File: src/rtl/mem_arbiter.sv
// Two-port round-robin arbiter in front of a single strobe/done memory subsystem.
// Serializes requests, issues one-cycle strobes, returns data/completion, aborts on timeout.
module mem_arbiter #(
    parameter int WIDTH     = 8,
    parameter int RAM_DEPTH = 256,
    parameter int TIMEOUT   = 64,
    localparam int ADDR_W   = $clog2(RAM_DEPTH)
) (
    input  logic              clk,
    input  logic              rst,
    input  logic              p0_re,
    input  logic              p0_we,
    input  logic [ADDR_W-1:0] p0_addr,
    input  logic [WIDTH-1:0]  p0_wdata,
    input  logic              p1_re,
    input  logic              p1_we,
    input  logic [ADDR_W-1:0] p1_addr,
    input  logic [WIDTH-1:0]  p1_wdata,
    output logic              p0_done,
    output logic              p0_err,
    output logic [WIDTH-1:0]  p0_rdata,
    output logic              p1_done,
    output logic              p1_err,
    output logic [WIDTH-1:0]  p1_rdata,
    output logic              mem_re,
    output logic              mem_we,
    output logic [ADDR_W-1:0] mem_addr,
    output logic [WIDTH-1:0]  mem_wdata,
    input  logic [WIDTH-1:0]  mem_rdata,
    input  logic              mem_done,
    input  logic              mem_busy
);

    localparam int WD_W = $clog2(TIMEOUT);

    typedef enum logic [1:0] {IDLE, ISSUE, WAIT, RESP} state_t;

    state_t            state, state_d;
    logic              last_grant, last_grant_d;
    logic              grant, grant_d;
    logic              op_write, op_write_d;
    logic [WD_W-1:0]   wd, wd_d;
    logic              mem_re_d, mem_we_d;
    logic [ADDR_W-1:0] mem_addr_d;
    logic [WIDTH-1:0]  mem_wdata_d;
    logic              p0_done_d, p0_err_d, p1_done_d, p1_err_d;
    logic [WIDTH-1:0]  p0_rdata_d, p1_rdata_d;
    logic              req0, req1, pick;

    assign req0 = p0_re | p0_we;
    assign req1 = p1_re | p1_we;

    // All outputs are computed one cycle ahead so every port is a flop output.
    always_comb begin
        // NOTE: every variable gets a default before the case so no path leaves it unassigned (no latches).
        state_d      = state;
        last_grant_d = last_grant;
        grant_d      = grant;
        op_write_d   = op_write;
        wd_d         = wd;
        mem_re_d     = 1'b0;
        mem_we_d     = 1'b0;
        mem_addr_d   = mem_addr;
        mem_wdata_d  = mem_wdata;
        p0_done_d    = 1'b0;
        p0_err_d     = 1'b0;
        p1_done_d    = 1'b0;
        p1_err_d     = 1'b0;
        p0_rdata_d   = p0_rdata;
        p1_rdata_d   = p1_rdata;
        pick         = 1'b0;

        case (state)
            IDLE: begin
                if (!mem_busy && (req0 || req1)) begin
                    pick         = (req0 && req1) ? ~last_grant : req1;
                    grant_d      = pick;
                    last_grant_d = pick;
                    op_write_d   = pick ? p1_we : p0_we;
                    mem_addr_d   = pick ? p1_addr : p0_addr;
                    mem_wdata_d  = pick ? p1_wdata : p0_wdata;
                    mem_we_d     = op_write_d;
                    mem_re_d     = ~op_write_d;
                    state_d      = ISSUE;
                end
            end
            ISSUE: begin
                wd_d    = '0;
                state_d = WAIT;
            end
            WAIT: begin
                if (mem_done) begin
                    if (!op_write) begin
                        if (grant) p1_rdata_d = mem_rdata;
                        else       p0_rdata_d = mem_rdata;
                    end
                    p0_done_d = ~grant;
                    p1_done_d = grant;
                    state_d   = RESP;
                end else if (wd == WD_W'(TIMEOUT - 1)) begin
                    p0_done_d = ~grant;
                    p1_done_d = grant;
                    p0_err_d  = ~grant;
                    p1_err_d  = grant;
                    state_d   = RESP;
                end else begin
                    wd_d = wd + 1'b1;
                end
            end
            RESP: begin
                state_d = IDLE;
            end
            default: state_d = IDLE;
        endcase
    end

    always_ff @(posedge clk) begin
        // NOTE: sequential state uses <= so every flop samples pre-edge values regardless of statement order.
        if (rst) begin
            state      <= IDLE;
            last_grant <= 1'b1;
            grant      <= 1'b0;
            op_write   <= 1'b0;
            wd         <= '0;
            mem_re     <= 1'b0;
            mem_we     <= 1'b0;
            mem_addr   <= '0;
            mem_wdata  <= '0;
            p0_done    <= 1'b0;
            p0_err     <= 1'b0;
            p1_done    <= 1'b0;
            p1_err     <= 1'b0;
            p0_rdata   <= '0;
            p1_rdata   <= '0;
        end else begin
            state      <= state_d;
            last_grant <= last_grant_d;
            grant      <= grant_d;
            op_write   <= op_write_d;
            wd         <= wd_d;
            mem_re     <= mem_re_d;
            mem_we     <= mem_we_d;
            mem_addr   <= mem_addr_d;
            mem_wdata  <= mem_wdata_d;
            p0_done    <= p0_done_d;
            p0_err     <= p0_err_d;
            p1_done    <= p1_done_d;
            p1_err     <= p1_err_d;
            p0_rdata   <= p0_rdata_d;
            p1_rdata   <= p1_rdata_d;
        end
    end

endmodule
File: config.mk
export PLATFORM = sky130hd
export DESIGN_NAME = mem_arbiter
export DESIGN_NICKNAME = d
export VERILOG_FILES = /design/src/rtl/mem_arbiter.sv
export SDC_FILE = /design/constraint.sdc
export NUM_CORES = 1
export LEC_CHECK = 0
export ABC_CLOCK_PERIOD_IN_PS = 1900
export CORE_ASPECT_RATIO = 0.6
export CORE_MARGIN = 1
export CORE_UTILIZATION = 61
export CTS_CLUSTER_DIAMETER = 50
export DETAILED_ROUTE_END_ITERATION = 6
export DONT_BUFFER_PORTS = 1
export PLACE_DENSITY = 0.76
export SLEW_MARGIN = 20
export SYNTH_ARGS = -nofsm -noshare
export SYNTH_HDL_FRONTEND = slang
export SYNTH_SLANG_ARGS = --single-unit
File: constraint.sdc
create_clock -name clk -period 1.9 [get_ports clk]
set_input_delay 0.19 -clock clk [delete_from_list [all_inputs] [get_ports clk]]
set_output_delay 0.19 -clock clk [all_outputs]
set_load 0.01 [all_outputs]
==> results.yml, run 1 <==
run:
  max_cap_viol_count: 0
drt:
  drt_iter0_drc: 96
  detail-route-antenna-nets: 0
  drc: 0
  via_per_inst: 5.993
  routed_wl_um: 4331
  vias: 1600
  drt_first_pass_iters: 6
  routedWlPerCell_um: 16.22
min_path:
  min_path_type: "in2reg"
  hold_path_depth: 2
floorplanning:
  io_pins: 86
  die_x_um: 77.99
  start_util_pct: 64.37
  fp-row-count: 16
  die_area_sq_um: 3711
  core-area_sq_um: 3283
  die_y_um: 47.59
setup_path:
  rr_worst_depth: 6
  cpMaxStageDelayCell: "dfxtp_1"
  crit_path_end: "state[0]$_SDFFE_PP0P_"
  startpoint_type: "flop"
  path_max_fanout: 6
  max_stage_delay_ps: 340
  rrSetupSlack_ps: 150
  critPathRequiredTime_ps: 2100
  worstReg2RegStart: "state[0]$_SDFFE_PP0P_"
  timing.rr.end: "state[0]$_SDFFE_PP0P_"
  crit_path_start: "state[0]$_SDFFE_PP0P_"
  worstPathArrival_ps: 1950
  path_cells: "inv_1, ha_1, nor2b_1, o21ai_0, and2_1, o21a_1"
  crit_type: "reg2reg"
  end_kind: "flop"
yosys:
  synth_edf_count: 0
  syn_area_per_cell_sq_um: 9.434
  synth_top_area_share_pct: 46.42
  syn_area_sq_um: 2113
  yosysTopAreaCell: "dfxtp_1"
  synthFlopType: "dfxtp_1"
  ys.warnings.count: 0
  synthArstFlopShare_pct: 0
  syn_nets: 277
  synthTopCellsByArea: "dfxtp_1 (46%), mux2i_1 (11%), a21oi_1 (5.9%), nand2_1 (3.9%), nor2_1 (3.4%)"
  synth-seq-cells: 49
  syn_inst: 224
  synth.distinct_cells: 40
  seq_area_frac_synth_pct: 46.42
placed_design:
  dp_hpwl_um: 3161
  numPlacedInstances: 258
  gp_congestion: 0.7461
  portBuffers: 0
grt:
  grt_antenna_before_repair: 0
  grt.overflow.total: 0
  globalRouteTotalUtil_pct: 23.64
  grt_pass1_vias: 1516
  grt_pass1_wl_um: 6603
  grt_max_degree: 33
clock_network:
  clk_pin_slew_ps: 90
  root_buffer: "clkbuf_8"
  cts_tree: "yes"
  clock_latency_ps: 300
  htreeDepth: 2
  cts_hold_buf: 1
  cts_setup_buffers: 0
  cts_made_buffers: 5
  clock_path_buffers: 2
  clock_sinks: 49
  ctsResizeCount: 0
cells_and_area:
  final_cell_mix: "dfxtp_1 (49), a21oi_1 (25), mux2i_1 (24)"
  final_cell_count_no_fill: 267
  area_growth_pct: 4.559
  antenna_cells: 0
  seqCellArea_sq_um: 980.9
  finish.utilization_pct: 67.30
  fill_cells: 253
  drive_gt1_share_pct: 10.36
  final_nets: 274
  multi_input_area_sq_um: 1049
  mostFrequentLayoutCell: "dfxtp_1"
sta:
  final_max_slew_viol_count: 0
  rsz0062_at_grt: "no"
  hold_viol_final: 0
  holdWs_ps: 6.771
  relSlewSlack_pct: 47.17
  period_needed_ps: 1753
  worst_slew_pin_slew_ps: 789.9
  skew_ps: 9.326
  report.final.setup_viol: 0
  fin_tns_setup_ps: 0
  fin_crit_sh_pct: 92.26
  timing.fmax_mhz: 570.5
power_and_ir_drop:
  vdd_drop_max_mv: 0.8134
  finalPower_w: 0.002655
  leakagePower_nw: 0.8599
  cellPowerDensity_nw_per_um2: 1202
status:
  status: "finished clean"
-- cells in the mapped netlist, drive strengths merged, types with 2 or more instances --
master and n:
dfxtp 49, a21oi 27, mux2i 24, nand2 22, nor2 19, o21ai 19, nor3 7, buf 6
clkbuf 6, ha 5, and3 4, inv 4, o21a 4, a22o 3, and2 3, nand3 3
nand2b 2, nor3b 2, o22ai 2
-- cell type report --
| cell class | count | share of cell area (%) |
|---|---|---|
| Multi-Input combinational cell | 159 | 47.45 |
| Sequential cell | 49 | 44.39 |
| Clock buffer | 5 | 3.114 |
| Tap cell | 45 | 2.548 |
| Clock inverter | 3 | 1.019 |
| Timing Repair Buffer | 2 | 0.7928 |
| Inverter | 4 | 0.6795 |
-- where the power goes --
group	internal (W)	switching, W
clock	0.000262	0.000356
sequential	0.00118	0.000172
combinational	0.000281	0.000400
total	0.00173	0.000928
-- state kept, by name, indices dropped and copies added, names as in the netlist --
name and flops:
mem_addr 8, mem_wdata 8, p0_rdata 8, p1_rdata 8, wd 6, state 2, grant 1, last_grant 1
mem_re 1, mem_we 1, op_write 1, p0_done 1, p0_err 1, p1_done 1, p1_err 1
-- per-stage QoR --
step                      setup slack, ps  area, sq um
after floorplan                     422.3         2113
after global placement              300.6         2101
after detailed placement            212.5         2101
after CTS                           164.2         2202
after global routing                13.86         2210
final                               147.1         2210
-- cells by family (layout without fill, tap and decap cells) --
group                    count (synthesis)  after routing  synth area share [%]
AO/OA/AOI/OAI                           60             60                 17.82
flip-flops                              49             49                 46.42
multiplexers                            24             24                 11.37
adder cells (fa/ha/maj)                  5              5                 2.960
buffers and inverters                   16             14                 4.321
XOR/XNOR                                 1              1                0.4145
AND/OR/NAND/NOR                         69             69                 16.70
-- worst min-delay path by stage --
stage                            start                        to  slack (ps)
after CTS                 mem_rdata[7]  p1_rdata[7]$_SDFFE_PP0P_           2
after global placement             rst  p1_rdata[7]$_SDFFE_PP0P_         260
after global routing      mem_rdata[2]  p1_rdata[2]$_SDFFE_PP0P_          10
final                     mem_rdata[5]  p1_rdata[5]$_SDFFE_PP0P_           7
after detailed placement           rst  p1_rdata[0]$_SDFFE_PP0P_         260
after floorplan           mem_rdata[0]  p1_rdata[0]$_SDFFE_PP0P_         330
-- worst max-delay path: cells and delay by family (launching register included) --
kind / cells / cell delay (ps)
adder cells (fa/ha/maj): 1 / 240
flip-flops: 1 / 340
buffers and inverters: 1 / 110
AND/OR/NAND/NOR: 2 / 560
AO/OA/AOI/OAI: 2 / 400
-- routing by layer --
| layer | GRT usage (%) | routed length (um) |
|---|---|---|
| met5 | 0 | 0 |
| met4 | 10.37 | 34 |
| met3 | 7.619 | 310 |
| met2 | 44.25 | 2137 |
| met1 | 26.26 | 1849 |
Power figures use the tool's default switching activity.
==> run 2, diff against run 1 <==
==> config.mk (replaced) <==
export PLATFORM = sky130hd
export DESIGN_NAME = mem_arbiter
export DESIGN_NICKNAME = d
export VERILOG_FILES = /design/src/rtl/mem_arbiter.sv
export SDC_FILE = /design/constraint.sdc
export NUM_CORES = 1
export LEC_CHECK = 0
export ABC_AREA = 1
export ABC_CLOCK_PERIOD_IN_PS = 1900
export CORE_ASPECT_RATIO = 0.6
export CORE_UTILIZATION = 62
export CTS_CLUSTER_DIAMETER = 50
export DETAILED_ROUTE_END_ITERATION = 6
export DONT_BUFFER_PORTS = 1
export PLACE_DENSITY = 0.77
export SLEW_MARGIN = 20
export SYNTH_ARGS = -nofsm -noshare
export SYNTH_HDL_FRONTEND = slang
export SYNTH_SLANG_ARGS = --single-unit
export TNS_END_PERCENT = 100
==> run 2 against run 1 <==
Compared with the run above:
- die area is 5.1% higher
- clock power grew 22%
- final area up 8.9%
- routed wire length increased by 8.1%
- non-clock buffer count up 2
- global-route usage rose by 3.7 points
==> results.yml, run 2 <==
sta:
  period_needed_ps: 1597
  timing.fmax_mhz: 626.1
  skew_ps: 9.421
  worst_slew_pin_slew_ps: 431.4
  report.final.setup_viol: 0
  holdWs_ps: 14.80
  fin_tns_setup_ps: 0
  final_max_slew_viol_count: 0
  relSlewSlack_pct: 71.13
  fin_crit_sh_pct: 84.06
  hold_viol_final: 0
  rsz0062_at_grt: "no"
  setup_ws_ps: 302.9
yosys:
  synth-seq-cells: 49
  ys.warnings.count: 0
  synthArstFlopShare_pct: 0
  syn_inst: 308
  yosysTopAreaCell: "dfxtp_1"
  seq_area_frac_synth_pct: 43.39
  synthTopCellsByArea: "dfxtp_1 (43%), nand2_1 (11%), nand3_1 (9.1%), nor2_1 (7.0%), inv_1 (5.3%)"
  syn_nets: 361
  syn_area_per_cell_sq_um: 7.341
  synth_top_area_share_pct: 43.39
  synthTopCellsByCount: "nand2_1 (65), dfxtp_1 (49), nor2_1 (42), nand3_1 (41), inv_1 (32)"
  synthFlopType: "dfxtp_1"
  synth_most_common_cell: "nand2_1"
  synth.distinct_cells: 26
  syn_area_sq_um: 2261
  synth_edf_count: 0
placed_design:
  portBuffers: 0
  gp_congestion: 0.7906
  dp_hpwl_um: 3407
  placed_area_sq_um: 2281
  pre_cts_slack_ps: 327.7
drt:
  drc: 0
  drt_first_pass_iters: 4
  routedWlPerCell_um: 13.15
  drt_iter0_drc: 99
  via_per_inst: 5.222
  routed_wl_um: 4682
  detail-route-antenna-nets: 0
  vias: 1859
clock_network:
  cts_made_buffers: 5
  root_buffer: "clkbuf_8"
  cts_tree: "yes"
  clk_pin_slew_ps: 100
  clock_latency_ps: 310
  ctsResizeCount: 0
  clock_path_buffers: 2
  htreeDepth: 2
  clock_sinks: 49
floorplanning:
  start_util_pct: 67.22
  die_area_sq_um: 3900
  io_pins: 86
  die_y_um: 48.78
  die_x_um: 79.96
  fp-row-count: 16
  core-area_sq_um: 3363
setup_path:
  path_cells: "inv_1, ha_1, nand2_1, nor2_4, inv_1, nor2_1, nor2_1"
  cpMaxStageDelayCell: "dfxtp_1"
  max_stage_delay_ps: 320
  worstPathArrival_ps: 1810
  startpoint_type: "flop"
  critPathRequiredTime_ps: 2110
  end_kind: "flop"
  path_max_fanout: 9
  crit_type: "reg2reg"
cells_and_area:
  antenna_cells: 0
  area_growth_pct: 6.420
  final_nets: 363
  finish.utilization_pct: 71.54
  drive_gt1_share_pct: 9.646
  fill_cells: 267
  fin_area_sq_um: 2406
  final_cell_mix: "nand2_1 (65), dfxtp_1 (49), nor2_1 (42)"
  mostFrequentLayoutCell: "nand2_1"
grt:
  grt_pass1_wl_um: 8245
  globalRouteTotalUtil_pct: 27.31
  grt_max_degree: 37
  grt_antenna_before_repair: 0
  grt_pass1_vias: 1794
  grt.overflow.total: 0
min_path:
  min_path_type: "in2reg"
power_and_ir_drop:
  vdd_drop_max_mv: 0.7760
  leakagePower_nw: 1.127
  cellPowerDensity_nw_per_um2: 1276
run:
  max_cap_viol_count: 0
status:
  status: "finished clean"
## run 2: final timing paths
| path | start | to | slack [ps] | cells after the start |
|---|---|---|---|---|
| min reg2reg | op_write$_SDFFE_PP0P_ | op_write$_SDFFE_PP0P_ | 480 | 2 |
| max reg2reg | state[0]$_SDFFE_PP0P_ | p1_rdata[0]$_SDFFE_PP0P_ | 300 | 7 |
| min | mem_rdata[6] | p1_rdata[6]$_SDFFE_PP0P_ | 10 | 2 |
| max | state[0]$_SDFFE_PP0P_ | p1_rdata[0]$_SDFFE_PP0P_ | 300 | 7 |
## run 2: final cells by class
cell class | instances | area [sq um] | area share (%)
Inverter | 35 | 133.9 | 5.564
Multi-Input combinational cell | 215 | 1087 | 45.19
Tap cell | 45 | 56.30 | 2.340
Timing Repair Buffer | 4 | 32.53 | 1.352
Clock buffer | 5 | 68.82 | 2.860
Clock inverter | 3 | 46.29 | 1.924
Sequential cell | 49 | 980.9 | 40.77
## run 2: per-stage QoR
stage / total power (W) / cells
finish: 0.003070 / 356
global route: 0.003308 / 356
CTS: 0.003089 / 356
detailed placement: 0.002332 / 347
global placement: 0.002308 / 347
floorplan: 0.002188 / 308
## run 2: per-layer routing
| layer | vias to the layer above | GRT usage, % | routed length (um) |
|---|---|---|---|
| li1 | 972 | - | - |
| met1 | 812 | 36.13 | 2200 |
| met2 | 73 | 41.74 | 1964 |
| met3 | 2 | 10.84 | 498 |
| met4 | 0 | 6.845 | 18 |
| met5 | - | 0 | 0 |
## run 2: cells by family (layout without fill, tap and decap cells)
logic type,after synthesis,after routing,synth area share (%)
buf+inv,44,47,8.522
flops,49,49,43.39
fa+ha+maj,5,5,2.767
compound gates,29,29,7.139
simple gates,181,181,38.18
## run 2: report_power, final
| part | total (W) | switching, W | internal [W] |
|---|---|---|---|
| Combinational | 0.000903 | 0.000565 | 0.000338 |
| Clock | 0.000754 | 0.000360 | 0.000394 |
| Sequential | 0.00141 | 0.000188 | 0.00122 |
| Total | 0.00307 | 0.00111 | 0.00196 |
## run 2: what timing repair did
action	4_1_cts	5_1_grt
hold endpoints to repair	8	0
setup endpoints to repair	0	0
setup buffers	0	0
hold buffers	1	0
## run 2: critical path, delay by kind of cell, from the launching register on
kind | cells | cell delay (ps)
adder cells (fa/ha/maj) | 1 | 320
AND/OR/NAND/NOR | 4 | 580
flip-flops | 1 | 320
buffers and inverters | 2 | 280
==> run 3, diff against run 2 <==
--- a/config.mk
+++ b/config.mk
@@ -6,7 +6,7 @@
 export NUM_CORES = 1
 export LEC_CHECK = 0
 export ABC_AREA = 1
-export ABC_CLOCK_PERIOD_IN_PS = 1900
+export ABC_CLOCK_PERIOD_IN_PS = 1620
 export CORE_ASPECT_RATIO = 0.6
 export CORE_UTILIZATION = 62
 export CTS_CLUSTER_DIAMETER = 50
==> constraint.sdc (replaced) <==
create_clock -name clk -period 1.62 [get_ports clk]
set_input_delay 0.162 -clock clk [delete_from_list [all_inputs] [get_ports clk]]
set_output_delay 0.162 -clock clk [all_outputs]
set_load 0.01 [all_outputs]
==> run 3 against run 2 <==
Compared with the run above:
- via count up 5.1%
- clock power up 38%
- critical path depth unchanged
==> results.yml, run 3 (synthesis gave the netlist of run 2 again) <==
cells_and_area:
  drive_gt1_share_pct: 10.80
  area_growth_pct: 12.62
  fill_cells: 252
  antenna_cells: 0
  final_nets: 376
  finish.utilization_pct: 75.71
  mostFrequentLayoutCell: "nand2_1"
  final_cell_mix: "nand2_1 (65), dfxtp_1 (49), nor2_1 (42)"
power_and_ir_drop:
  combPwrFrac_pct: 29.1
  p_int_w: 0.002493
  p_seq_share_pct: 43.6
  netSwitchingPower_w: 0.001319
  swShare_pct: 34.60
  clkPwrFrac_pct: 27.3
  leakagePower_nw: 1.200
  vdd_drop_max_mv: 1.065
  cellPowerDensity_nw_per_um2: 1497
  finalPower_w: 0.003812
sta:
  fin_tns_setup_ps: 0
  rsz0062_at_grt: "no"
  worst_slew_pin_slew_ps: 411.1
  skew_ps: 9.995
  timing.fmax_mhz: 692.1
  fin_crit_sh_pct: 89.19
  report.final.setup_viol: 0
  final_max_slew_viol_count: 0
  hold_viol_final: 0
  setup_ws_ps: 175.0
  period_needed_ps: 1445
  relSlewSlack_pct: 72.53
floorplanning:
  io_pins: 86
  die_area_sq_um: 3900
  die_y_um: 48.78
  fp-row-count: 16
  start_util_pct: 67.22
  core-area_sq_um: 3363
  die_x_um: 79.96
clock_network:
  htreeDepth: 2
  clock_latency_ps: 310
  cts_setup_buffers: 0
  clock_sinks: 49
  clock_path_buffers: 2
  cts_hold_buf: 9
  root_buffer: "clkbuf_8"
  cts_made_buffers: 5
  clk_pin_slew_ps: 100
  ctsResizeCount: 0
  cts_tree: "yes"
setup_path:
  critPathRequiredTime_ps: 1830
  cp_top_family: "simple AND/OR/NAND/NOR gates"
  path_max_fanout: 8
  worstPathArrival_ps: 1650
  cpMaxStageDelayCell: "dfxtp_1"
  end_kind: "flop"
  crit_type: "reg2reg"
  crit_buf_inv: 2
  max_stage_delay_ps: 330
  startpoint_type: "flop"
  path_cells: "inv_1, ha_1, nand2_1, nor2_4, inv_1, nor2_1, nor2_1"
drt:
  via_per_inst: 5.293
  drt_first_pass_iters: 4
  detail-route-antenna-nets: 0
  drt_iter0_drc: 94
  drc: 0
  routedWlPerCell_um: 13.20
  routed_wl_um: 4870
  vias: 1953
placed_design:
  pre_cts_slack_ps: 212.9
  portBuffers: 0
  dp_hpwl_um: 3432
  gp_congestion: 0.7750
run:
  max_cap_viol_count: 0
grt:
  grt_pass1_wl_um: 8459
  grt_antenna_before_repair: 0
  grt_pass1_vias: 1859
  grt_max_degree: 37
  grt.overflow.total: 0
  globalRouteTotalUtil_pct: 28.14
status:
  status: "finished clean"
min_path:
  min_path_type: "in2reg"
[run 3: path summary, 6_finish.rpt]
kind | cells past startpoint | startpoint | slack, ps | to
max | 7 | state[0]$_SDFFE_PP0P_ | 180 | p1_rdata[2]$_SDFFE_PP0P_
min | 2 | mem_rdata[5] | 2 | p1_rdata[5]$_SDFFE_PP0P_
max reg2reg | 7 | state[0]$_SDFFE_PP0P_ | 180 | p1_rdata[2]$_SDFFE_PP0P_
min reg2reg | 2 | state[1]$_SDFFE_PP0P_ | 490 | state[1]$_SDFFE_PP0P_
[run 3: through the flow]
| stage | hold WS, ps | cell area, sq um | std cells |
|---|---|---|---|
| after detailed placement | 235.7 | 2318 | 352 |
| after CTS | 1.519 | 2546 | 369 |
| after global placement | 233.7 | 2318 | 352 |
| after global routing | 1.886 | 2546 | 369 |
| final | 1.970 | 2546 | 369 |
| after floorplan | 296.9 | 2261 | 308 |
[run 3: metal layers]
metal  global-route usage (%)  wire [um]
met3                    10.65        509
met2                    41.45       2105
met4                    9.226         59
met1                    37.99       2196
met5                        0          0
[run 3: final cells by class]
class,count,area (sq um),area share [%]
inverter,35,133.9,5.258
clock buffer,5,68.82,2.703
tap,45,56.30,2.211
timing repair buffer,17,150.1,5.897
multi-input combinational,215,1087,42.70
clock inverter,3,68.82,2.703
sequential,49,980.9,38.53
[run 3: power groups by stage]
stage / registers, W / logic [W] / clock network, W
3_5_place_dp: 0.00169 / 0.00108 / 0
5_1_grt: 0.00169 / 0.00130 / 0.00110
3_3_place_gp: 0.00168 / 0.00105 / 0
4_1_cts: 0.00166 / 0.00111 / 0.00106
6_report: 0.00166 / 0.00111 / 0.00104
2_1_floorplan: 0.00165 / 0.000919 / 0
